[config.mk]
export PLATFORM = sky130hd
export DESIGN_NAME = cam_axi_burst_writer
export DESIGN_NICKNAME = d
export VERILOG_FILES = /design/src/rtl/cam_axi_burst_writer.sv
export SDC_FILE = /design/constraint.sdc
export NUM_CORES = 1
export LEC_CHECK = 0
export ABC_AREA = 1
export BUFFER_PORTS_ARGS = -buffer_cell sky130_fd_sc_hd__buf_2
export CORE_MARGIN = 4
export CORE_UTILIZATION = 38
export CTS_CLUSTER_SIZE = 40
export DETAILED_ROUTE_END_ITERATION = 6
export GPL_TIMING_DRIVEN = 0
export PLACE_DENSITY = 0.76
export RECOVER_POWER = 50
export SLEW_MARGIN = 10
export SYNTH_ARGS = -nofsm -noshare
export SYNTH_HDL_FRONTEND = slang
export SYNTH_SLANG_ARGS = --single-unit
[constraint.sdc]
create_clock -name aclk -period 1.9 [get_ports aclk]
set_input_delay 0.19 -clock aclk [delete_from_list [all_inputs] [get_ports aclk]]
set_output_delay 0.19 -clock aclk [all_outputs]
set_load 0.005 [all_outputs]
[src/rtl/cam_axi_burst_writer.sv]
// cam_axi_burst_writer: drains a first-word-fall-through FIFO into one AXI4 INCR write burst per request.
// Optional macro CAM_AXI_BRESP_WAIT_EN: wait for the write response (RESP state) before signalling finish.
module cam_axi_burst_writer #(
    parameter int MEM_DATA_BITS = 64,
    parameter int ADDR_BITS     = 32,
    parameter int BURST_BITS    = 10
) (
    input  logic                       aclk,
    input  logic                       rst,
    input  logic                       wr_burst_req,
    input  logic [BURST_BITS-1:0]      wr_burst_len,
    input  logic [ADDR_BITS-1:0]       wr_burst_addr,
    output logic                       wr_burst_finish,
    input  logic [MEM_DATA_BITS-1:0]   fifo_dout,
    input  logic                       fifo_empty,
    output logic                       fifo_rd_en,
    output logic [ADDR_BITS-1:0]       awaddr,
    output logic [7:0]                 awlen,
    output logic [2:0]                 awsize,
    output logic [1:0]                 awburst,
    output logic                       awvalid,
    input  logic                       awready,
    output logic [MEM_DATA_BITS-1:0]   wdata,
    output logic [MEM_DATA_BITS/8-1:0] wstrb,
    output logic                       wlast,
    output logic                       wvalid,
    input  logic                       wready,
    input  logic                       bvalid,
    input  logic [1:0]                 bresp,
    output logic                       bready,
    output logic                       len_err
);

    typedef enum logic [2:0] {
        IDLE = 3'd0,
        ADDR = 3'd1,
        DATA = 3'd2,
`ifdef CAM_AXI_BRESP_WAIT_EN
        RESP = 3'd3,
`endif
        DONE = 3'd4
    } state_t;

    state_t               state, state_n;
    logic [ADDR_BITS-1:0] addr_q;
    logic [8:0]           len_q;
    logic [8:0]           len_m1;
    logic [8:0]           beat_cnt;
    logic [8:0]           req_len;
    logic                 len_over;
    logic                 beat_hs;

    // One AXI4 burst carries at most 256 beats; longer requests are clipped.
    function automatic logic [8:0] sat_len(input logic [BURST_BITS-1:0] len);
        logic [31:0] wide;
        wide = 32'(len);
        return (wide > 32'd256) ? 9'd256 : wide[8:0];
    endfunction

    assign req_len  = sat_len(wr_burst_len);
    assign len_over = (32'(wr_burst_len) > 32'd256);
    assign len_m1   = len_q - 9'd1;

    assign awaddr  = addr_q;
    assign awlen   = len_m1[7:0];
    assign awsize  = 3'd3;
    assign awburst = 2'b01;
    assign wstrb   = '1;
    assign wdata   = fifo_dout;

    assign awvalid         = (state == ADDR);
    assign wvalid          = (state == DATA) && !fifo_empty;
    assign wlast           = (state == DATA) && (beat_cnt == len_m1);
    assign beat_hs         = wvalid && wready;
    assign fifo_rd_en      = beat_hs && !rst;
    assign wr_burst_finish = (state == DONE);

    always_comb begin
        state_n = state;
        case (state)
            IDLE: begin
                if (wr_burst_req) begin
                    state_n = (req_len == 9'd0) ? DONE : ADDR;
                end
            end
            ADDR: begin
                if (awready) begin
                    state_n = DATA;
                end
            end
            DATA: begin
                if (beat_hs && wlast) begin
`ifdef CAM_AXI_BRESP_WAIT_EN
                    state_n = RESP;
`else
                    state_n = DONE;
`endif
                end
            end
`ifdef CAM_AXI_BRESP_WAIT_EN
            RESP: begin
                if (bvalid) begin
                    state_n = DONE;
                end
            end
`endif
            DONE:    state_n = IDLE;
            default: state_n = IDLE;
        endcase
    end

    always_ff @(posedge aclk) begin
        if (rst) begin
            state    <= IDLE;
            addr_q   <= '0;
            len_q    <= '0;
            beat_cnt <= '0;
            len_err  <= 1'b0;
        end else begin
            state <= state_n;
            if (state == IDLE && wr_burst_req) begin
                addr_q <= wr_burst_addr;
                len_q  <= req_len;
                if (len_over || req_len == 9'd0) begin
                    len_err <= 1'b1;
                end
            end
            if (beat_hs) begin
                beat_cnt <= wlast ? 9'd0 : beat_cnt + 9'd1;
            end
        end
    end

    // The response status never changes sequencing; it is deliberately left unused.
`ifdef CAM_AXI_BRESP_WAIT_EN
    logic unused_resp;
    assign bready      = (state == RESP);
    assign unused_resp = ^bresp;
`else
    // Response accepted unconditionally; held low only while in reset.
    logic bready_q;
    logic unused_resp;
    always_ff @(posedge aclk) begin
        if (rst) begin
            bready_q <= 1'b0;
        end else begin
            bready_q <= 1'b1;
        end
    end
    assign bready      = bready_q;
    assign unused_resp = ^{bvalid, bresp};
`endif

endmodule

==> results of run 1 <==
[state kept, by name, summed over array words and instances, names as in the netlist]
signal and flops:
len_q 9, state 3, awaddr 32, len_err 1, beat_cnt 9, bready 1
[per-stage QoR]
step / utilization / cell area, um^2 / cells
2_1_floorplan: - / 3190 / 465
3_3_place_gp: 0.521 / 4110 / 725
3_5_place_dp: 0.521 / 4110 / 725
4_1_cts: 0.540 / 4260 / 738
5_1_grt: 0.543 / 4280 / 741
6_report: 0.543 / 4280 / 741
[synth_stat cells, drive strengths merged (2+ instances only)]
library cell	n	area [um^2]
nand4	3	25.0
nand3	17	85.1
clkbuf	12	45.0
nand3b	2	15.0
inv	35	131
nor2	104	428
ha	2	25.0
dfxtp	55	1100
a21oi	16	83.8
nor3	2	10.0
xor2	5	43.8
buf	77	578
nand2	71	284
o21ai	43	215
nor3b	3	22.5
conb	2	7.51
[worst max-delay path: stages (launching register included)]
cell                      delay [ns]
sky130_fd_sc_hd__dfxtp_2        0.35
sky130_fd_sc_hd__inv_2          0.05
sky130_fd_sc_hd__ha_4           0.27
sky130_fd_sc_hd__nand2_1        0.06
sky130_fd_sc_hd__nand2_1        0.06
sky130_fd_sc_hd__nand3_1        0.06
sky130_fd_sc_hd__nor2_1         0.13
sky130_fd_sc_hd__nand3_1        0.10
sky130_fd_sc_hd__nor2_2         0.14
sky130_fd_sc_hd__nand3_2        0.08
sky130_fd_sc_hd__inv_2          0.08
sky130_fd_sc_hd__buf_6          0.09
[worst paths after layout]
kind	start	endpoint	slack (ns)	cells after the start
worst max-delay path	len_q[0]$_SDFFE_PP0P_	wlast	-0.07	11
worst min-delay path	wr_burst_addr[26]	awaddr[26]$_SDFFE_PP0P_	0.10	3
worst max register to register	len_q[0]$_SDFFE_PP0P_	beat_cnt[2]$_SDFFE_PP0P_	-0.01	12
worst min register to register	len_err$_SDFFE_PP0P_	len_err$_SDFFE_PP0P_	0.49	2
[logic make-up after synthesis]
| kind of cell | count (synthesis) | share of synthesized area |
|---|---|---|
| AO/OA/AOI/OAI | 60 | 0.0974 |
| other | 2 | 0.00239 |
| XOR/XNOR | 6 | 0.0211 |
| AND/OR/NAND/NOR | 204 | 0.280 |
| buffers and inverters | 125 | 0.241 |
| adder cells (fa/ha/maj) | 2 | 0.00795 |
| flip-flops | 55 | 0.350 |
[layer usage]
layer	part of all wire	routed length, um
met1	0.35	3230
met2	0.52	4850
met3	0.12	1140
met4	0.010	97
met5	0	0
[repair_timing]
| item | in CTS | in global routing |
|---|---|---|
| endpoints found under the hold margin | 0 | 0 |
| buffers inserted | 5 | 3 |
| setup endpoints to repair | 12 | 31 |
| gates resized for setup | 12 | 13 |
| pin swaps | 6 | 8 |
[cell type report]
type / count / share of cell area
multi-input cells: 285 / 0.324
clock inverters: 2 / 0.00292
flip-flops and latches: 55 / 0.259
well taps: 102 / 0.0298
clock buffers: 6 / 0.0169
repair buffers: 166 / 0.191
inverters: 36 / 0.0316
plain buffers: 89 / 0.146
[power breakdown]
part           internal [W]  total, W  switching [W]  leakage (nW)
combinational       0.00105   0.00249        0.00144          1.76
sequential          0.00150   0.00172       0.000221         0.455
clock              0.000259  0.000636       0.000377        0.0412
==> metrics.log, run 1 <==
INFO  metric outcome = finished with violations
INFO  metric violations = setup timing
INFO  metric timing.final.max_slew_violations = 0
INFO  metric avgSynthCellArea = about 6.9 um^2
INFO  metric mostFrequentLayoutCells = 125 x sky130_fd_sc_hd__buf_2, 92 x sky130_fd_sc_hd__nor2_1, 63 x sky130_fd_sc_hd__nand2_1, 50 x sky130_fd_sc_hd__dfxtp_1, 46 x sky130_fd_sc_hd__buf_4
INFO  metric synth_ff_type = sky130_fd_sc_hd__dfxtp_1
INFO  metric die-height = 99 um
INFO  metric grt_util_all_layers = 0.184
INFO  metric timing.critical_path.arrival = 1.78 ns
INFO  metric routed-via-count = 3353
INFO  metric multiInputGateArea = around 1400 um^2
INFO  metric initial_utilization = 0.399
INFO  metric routabilityCongestion = 0.824
INFO  metric totalNegativeSetupSlack = -0.0876 ns
INFO  metric worst_setup_hold_path_clk_slew = 0.10 ns
INFO  metric antenna_cells_inserted = 0
INFO  metric power.ir.vdd_worst = approximately 670 uV
INFO  metric worst_ep_required_time = 1.71 ns
INFO  metric clk_path_buf_depth = 2
INFO  metric yosys_warnings = 0
INFO  metric dp.final_hpwl = 7.62 mm
INFO  metric clock_net_sink_count = 55
INFO  metric met2_usage = 0.348
INFO  metric nFillCells = 778
INFO  metric finalWorstSetupSlack = -0.0674 ns
INFO  metric io_pins = 239
INFO  metric register_area = about 1100 um^2
INFO  metric detail_route.wirelength = 9.31 mm
INFO  metric grt_start_max_net_pins = 17
INFO  metric min_period = 1.97 ns
INFO  metric floorplan.die_area = 9800 um^2
INFO  metric num-nets-final = 755
INFO  metric hold_viol = 0
INFO  metric antenna_left = 0
INFO  metric layer_with_the_highest_usage = met2
INFO  metric max_freq = 508 MHz
INFO  metric postSynth.asyncResetShare = 0
INFO  metric path_class = flop to primary output
INFO  metric synth_sequential_area_ratio = 0.350
INFO  metric fin_worst_skew = 0.00764 ns
INFO  metric startpoint_type = flop
INFO  metric preCtsSetupSlack = -0.156 ns
INFO  metric drt_iter0_drc = 130
INFO  metric layout.cells.most_common = sky130_fd_sc_hd__buf_2
INFO  metric worst_skew_late_latency = 0.30 ns
INFO  metric yosys_register_bits = 55
INFO  metric drt-vias-per-instance = 4.52
INFO  metric final.period_utilization = 1.04
INFO  metric clock_root_buffer = sky130_fd_sc_hd__clkbuf_8
INFO  metric clock_tree_from_tritoncts = yes
INFO  metric cts_made_buffers = 5
INFO  metric placement.io_buffers = 158
INFO  metric setup.worst_path.end_class = primary output
INFO  metric power_density = around 1100 nW/um^2
INFO  metric total_power = 0.00485 W
INFO  metric first_global_vias = about 3300
INFO  metric area_growth = 36.1%
INFO  metric cts_hold_buffers = 0
INFO  metric synth.lib_cells_used.distinct = 27
INFO  metric grt_overflow_total = 0
INFO  metric setup_viol = 4
INFO  metric detailed_route_wire_length_per_cell = 12.6 um
INFO  metric cts_max_level = 2
INFO  metric cap_viol_max_count = 0
INFO  metric grt_use_met1 = 0.191
INFO  metric post_route_drc_violation_count = 0
INFO  metric leakage = 2.26 nW
INFO  metric grtUsageMet3 = 0.0708
INFO  metric antenna_found_initial = 0
INFO  metric whs = 0.105 ns
INFO  metric postSynthCellCount = 454
INFO  metric synth_area = 3150 um^2
INFO  metric die_w = 99 um
INFO  metric drt_pass1_iterations = 4
INFO  metric num_rows = 32
INFO  metric worst_hold_path_type = input pin to flop
INFO  metric setup_repair_after_global_routing_missed_its_margin = yes
INFO  metric drive_above_1_share = 0.397
INFO  metric path_max_fanout = 2
INFO  metric synth_enable_flop_cells = 0
INFO  metric grt_pass1_wl = ~15 mm
INFO  metric coreArea = 7890 um^2
(Power assumes the default switching activity.)
==> run 2: changes to the inputs <==
- CORE_UTILIZATION: 38 -> 40
- PLACE_DENSITY: 0.76 -> 0.79
==> metrics.log, run 2 (synthesis results as in run 1) <==
INFO  metric outcome = finished with violations
INFO  metric violations = setup timing
INFO  metric drt_iter0_drc = 78 (-40%)
INFO  metric mostFrequentLayoutCells = 131 x sky130_fd_sc_hd__buf_2, 89 x sky130_fd_sc_hd__nor2_1, 64 x sky130_fd_sc_hd__nand2_1, 52 x sky130_fd_sc_hd__dfxtp_1, 45 x sky130_fd_sc_hd__clkbuf_4
INFO  metric power.ir.vdd_worst = 777 uV (+17%)
INFO  metric startpoint_type = flop
INFO  metric final.period_utilization = 1.03 (-0.00914)
INFO  metric grt_pass1_wl = 14.2 mm (-5.6%)
INFO  metric antenna_found_initial = 0 (unchanged)
INFO  metric critPathSlowestCell = sky130_fd_sc_hd__dfxtp_2
INFO  metric grt_start_max_net_pins = 19 (+2)
INFO  metric sw_frac_of_total = 0.428 (+0.00800)
INFO  metric die_w = 96.7 um (-2.3%)
INFO  metric clock_net_sink_count = 55 (unchanged)
INFO  metric coreArea = 7690 um^2 (-2.5%)
INFO  metric number_of_flip_flops_under_the_largest_register_name = 32 (unchanged)
INFO  metric reg_to_reg_setup_timing_slack = -0.02 ns (about the same)
INFO  metric final_core_utilization = 0.561 (+0.0177)
INFO  metric drt-vias-per-instance = 4.48 (-0.93%)
INFO  metric path_class = flop to primary output
INFO  metric seq_power_share = 0.352 (-0.003)
INFO  metric timing.final.max_slew_violations = 0 (unchanged)
INFO  metric critPathLaunch = len_q[2]$_SDFFE_PP0P_
INFO  metric hold_viol = 0 (unchanged)
INFO  metric routabilityCongestion = 0.825 (about the same)
INFO  metric clock_tree_from_tritoncts = yes
INFO  metric floorplan.die_area = 9350 um^2 (-4.6%)
INFO  metric io_pins = 239 (unchanged)
INFO  metric finalWorstSetupSlack = -0.0500 ns (+0.0174 ns)
INFO  metric num-nets-final = 753 (-0.26%)
INFO  metric share_comb_of_total_power = 0.511 (-0.003)
INFO  metric critical_path.reg2reg.startpoint = len_q[1]$_SDFFE_PP0P_
INFO  metric area_growth = 36.9%
INFO  metric detail_route.wirelength = 8.77 mm (-5.8%)
INFO  metric timing.critical_path.arrival = 1.76 ns (-0.02 ns)
INFO  metric clockPowerShare = 0.137 (+0.006)
INFO  metric clk_path_buf_depth = 2 (unchanged)
INFO  metric setup.worst_path.end_class = primary output
INFO  metric leakage = 2.27 nW (+0.42%)
INFO  metric grt_overflow_total = 0 (unchanged)
INFO  metric setup_repair_after_global_routing_missed_its_margin = yes
INFO  metric power.net_switching = 0.00209 W (+2.7%)
INFO  metric worst_skew_late_latency = 0.31 ns (about the same)
INFO  metric setup_viol = 3 (-1)
INFO  metric post_route_drc_violation_count = 0 (unchanged)
INFO  metric dr.max_layer_used = met4
INFO  metric detailed_route_wire_length_per_cell = 11.9 um (-5.6%)
INFO  metric whs = 0.0914 ns (-0.0131 ns)
INFO  metric antenna_left = 0 (unchanged)
INFO  metric delay_contributed_by_the_slowest_stage_of_the_critical_path = 0.37 ns (+0.02 ns)
INFO  metric first_global_vias = 3120 (-5.1%)
INFO  metric worst-path-buf-inv = 2 (-1)
INFO  metric worstRegToRegCells = 16 (+4)
INFO  metric postPlaceCellArea = 4110 um^2 (unchanged)
INFO  metric worst_ep_required_time = 1.71 ns (about the same)
INFO  metric worst_setup_hold_path_clk_slew = 0.10 ns (about the same)
INFO  metric fin_worst_skew = 0.00609 ns (-0.00155 ns)
INFO  metric drive_above_1_share = 0.410 (+0.0122)
INFO  metric critical_path.endpoint = wlast
INFO  metric cellInternalPower = 0.00280 W (-0.63%)
INFO  metric max_freq = 513 MHz (+0.89%)
INFO  metric met2WireLength = 4.35 mm (-10%)
INFO  metric postLayoutCellArea = 4310 um^2 (+0.64%)
INFO  metric power_density = 1130 nW/um^2 (+0.12%)
INFO  metric wl_met1 = 3.21 mm (-0.65%)
INFO  metric antenna_cells_inserted = 0 (unchanged)
INFO  metric grt_util_all_layers = 0.177 (-0.00679)
INFO  metric num_rows = 32 (unchanged)
INFO  metric cpLargestDelayFamily = simple AND/OR/NAND/NOR gates
INFO  metric placement.io_buffers = 158 (unchanged)
INFO  metric cts_max_level = 2 (unchanged)
INFO  metric path_max_fanout = 6 (+4)
INFO  metric timing.critical_path.depth = 10 (-1)
INFO  metric cpMostUsedCell = sky130_fd_sc_hd__nand2_1
INFO  metric routed-via-count = 3313 (-1.2%)
INFO  metric cap_viol_max_count = 0 (unchanged)
INFO  metric min_period = 1.95 ns (-0.0174 ns)
INFO  metric worst_hold_path_type = input pin to flop
INFO  metric cts_made_buffers = 5 (unchanged)
INFO  metric dp.final_hpwl = 7.10 mm (-6.8%)
INFO  metric routed-wl-met3 = 1.07 mm (-6.2%)
INFO  metric layout.cells.most_common = sky130_fd_sc_hd__buf_2
INFO  metric hold_depth = 3 (unchanged)
INFO  metric drt_pass1_iterations = 4 (unchanged)
INFO  metric clock_root_buffer = sky130_fd_sc_hd__clkbuf_8
INFO  metric crit_path_cell_trace = nor2_2 -> nand2_1 -> nor2_1 -> nand2_1 -> nand3_1 -> nand2_1 -> nor2_4 -> nand3_2 -> inv_2 -> buf_6
INFO  metric die-height = 96.7 um (-2.3%)
INFO  metric worst_r2r_endpoint = state[0]$_SDFFE_PP0P_
INFO  metric initial_utilization = 0.409 (+0.0104)
run 2: cell types whose count changed in the layout (fill, tap and decap cells not counted), sizes merged:
cell / change
buf: -2
clkinv: +1
clkbuf: -1
run 2: tightest hold or removal path, cell delays in order:
cell and delay [ns]:
sky130_fd_sc_hd__buf_2 0.07, sky130_fd_sc_hd__nor2_1 0.03, sky130_fd_sc_hd__nor2_1 0.08
run 2: layout make-up:
| cell class | instances | area (um^2) |
|---|---|---|
| Timing Repair Buffer | 164 | 813 |
| Buffer | 89 | 623 |
| Multi-Input combinational cell | 285 | 1410 |
| Clock buffer | 5 | 68.8 |
| Clock inverter | 3 | 25.0 |
| Tap cell | 102 | 128 |
| Fill cell | 750 | 3380 |
| Inverter | 36 | 138 |
| Sequential cell | 55 | 1100 |
run 2: power groups by stage:
stage / Clock, W / Sequential, W / Combinational, W
after floorplan: 0 / 0.00173 / 0.00144
after global placement: 0 / 0.00171 / 0.00226
after detailed placement: 0 / 0.00172 / 0.00232
after CTS: 0.000686 / 0.00171 / 0.00244
after global routing: 0.000741 / 0.00177 / 0.00285
final: 0.000670 / 0.00172 / 0.00250
run 2: worst min path at each step:
stage,to,slack (ns),from
floorplan,len_err$_SDFFE_PP0P_,0.26,rst
global placement,awaddr[3]$_SDFFE_PP0P_,0.41,wr_burst_addr[3]
detailed placement,len_err$_SDFFE_PP0P_,0.41,rst
CTS,awaddr[2]$_SDFFE_PP0P_,0.08,wr_burst_addr[2]
global route,awaddr[1]$_SDFFE_PP0P_,0.08,wr_burst_addr[1]
finish,awaddr[2]$_SDFFE_PP0P_,0.09,wr_burst_addr[2]
run 2: routing by layer:
layer	vias up	global-route usage
met1	1456	0.187
met3	13	0.0858
li1	1689	-
met2	155	0.312
met4	0	0.0518
met5	-	0
run 2: per-stage QoR:
step	setup slack (ns)	instances	TNS, ns	total power [W]
finish	-0.0500	739	-0.0751	0.00489
global placement	-0.0705	725	-0.515	0.00397
floorplan	0.173	465	0	0.00317
global route	-0.168	739	-1.24	0.00536
detailed placement	-0.0847	725	-0.665	0.00405
CTS	-0.0777	739	-0.105	0.00484
run 2: what timing repair did:
item	CTS	global route
hold buffers	0	0
endpoints found under the setup margin	12	50
setup buffers	6	1
pin swaps	4	9
resized for setup	12	17
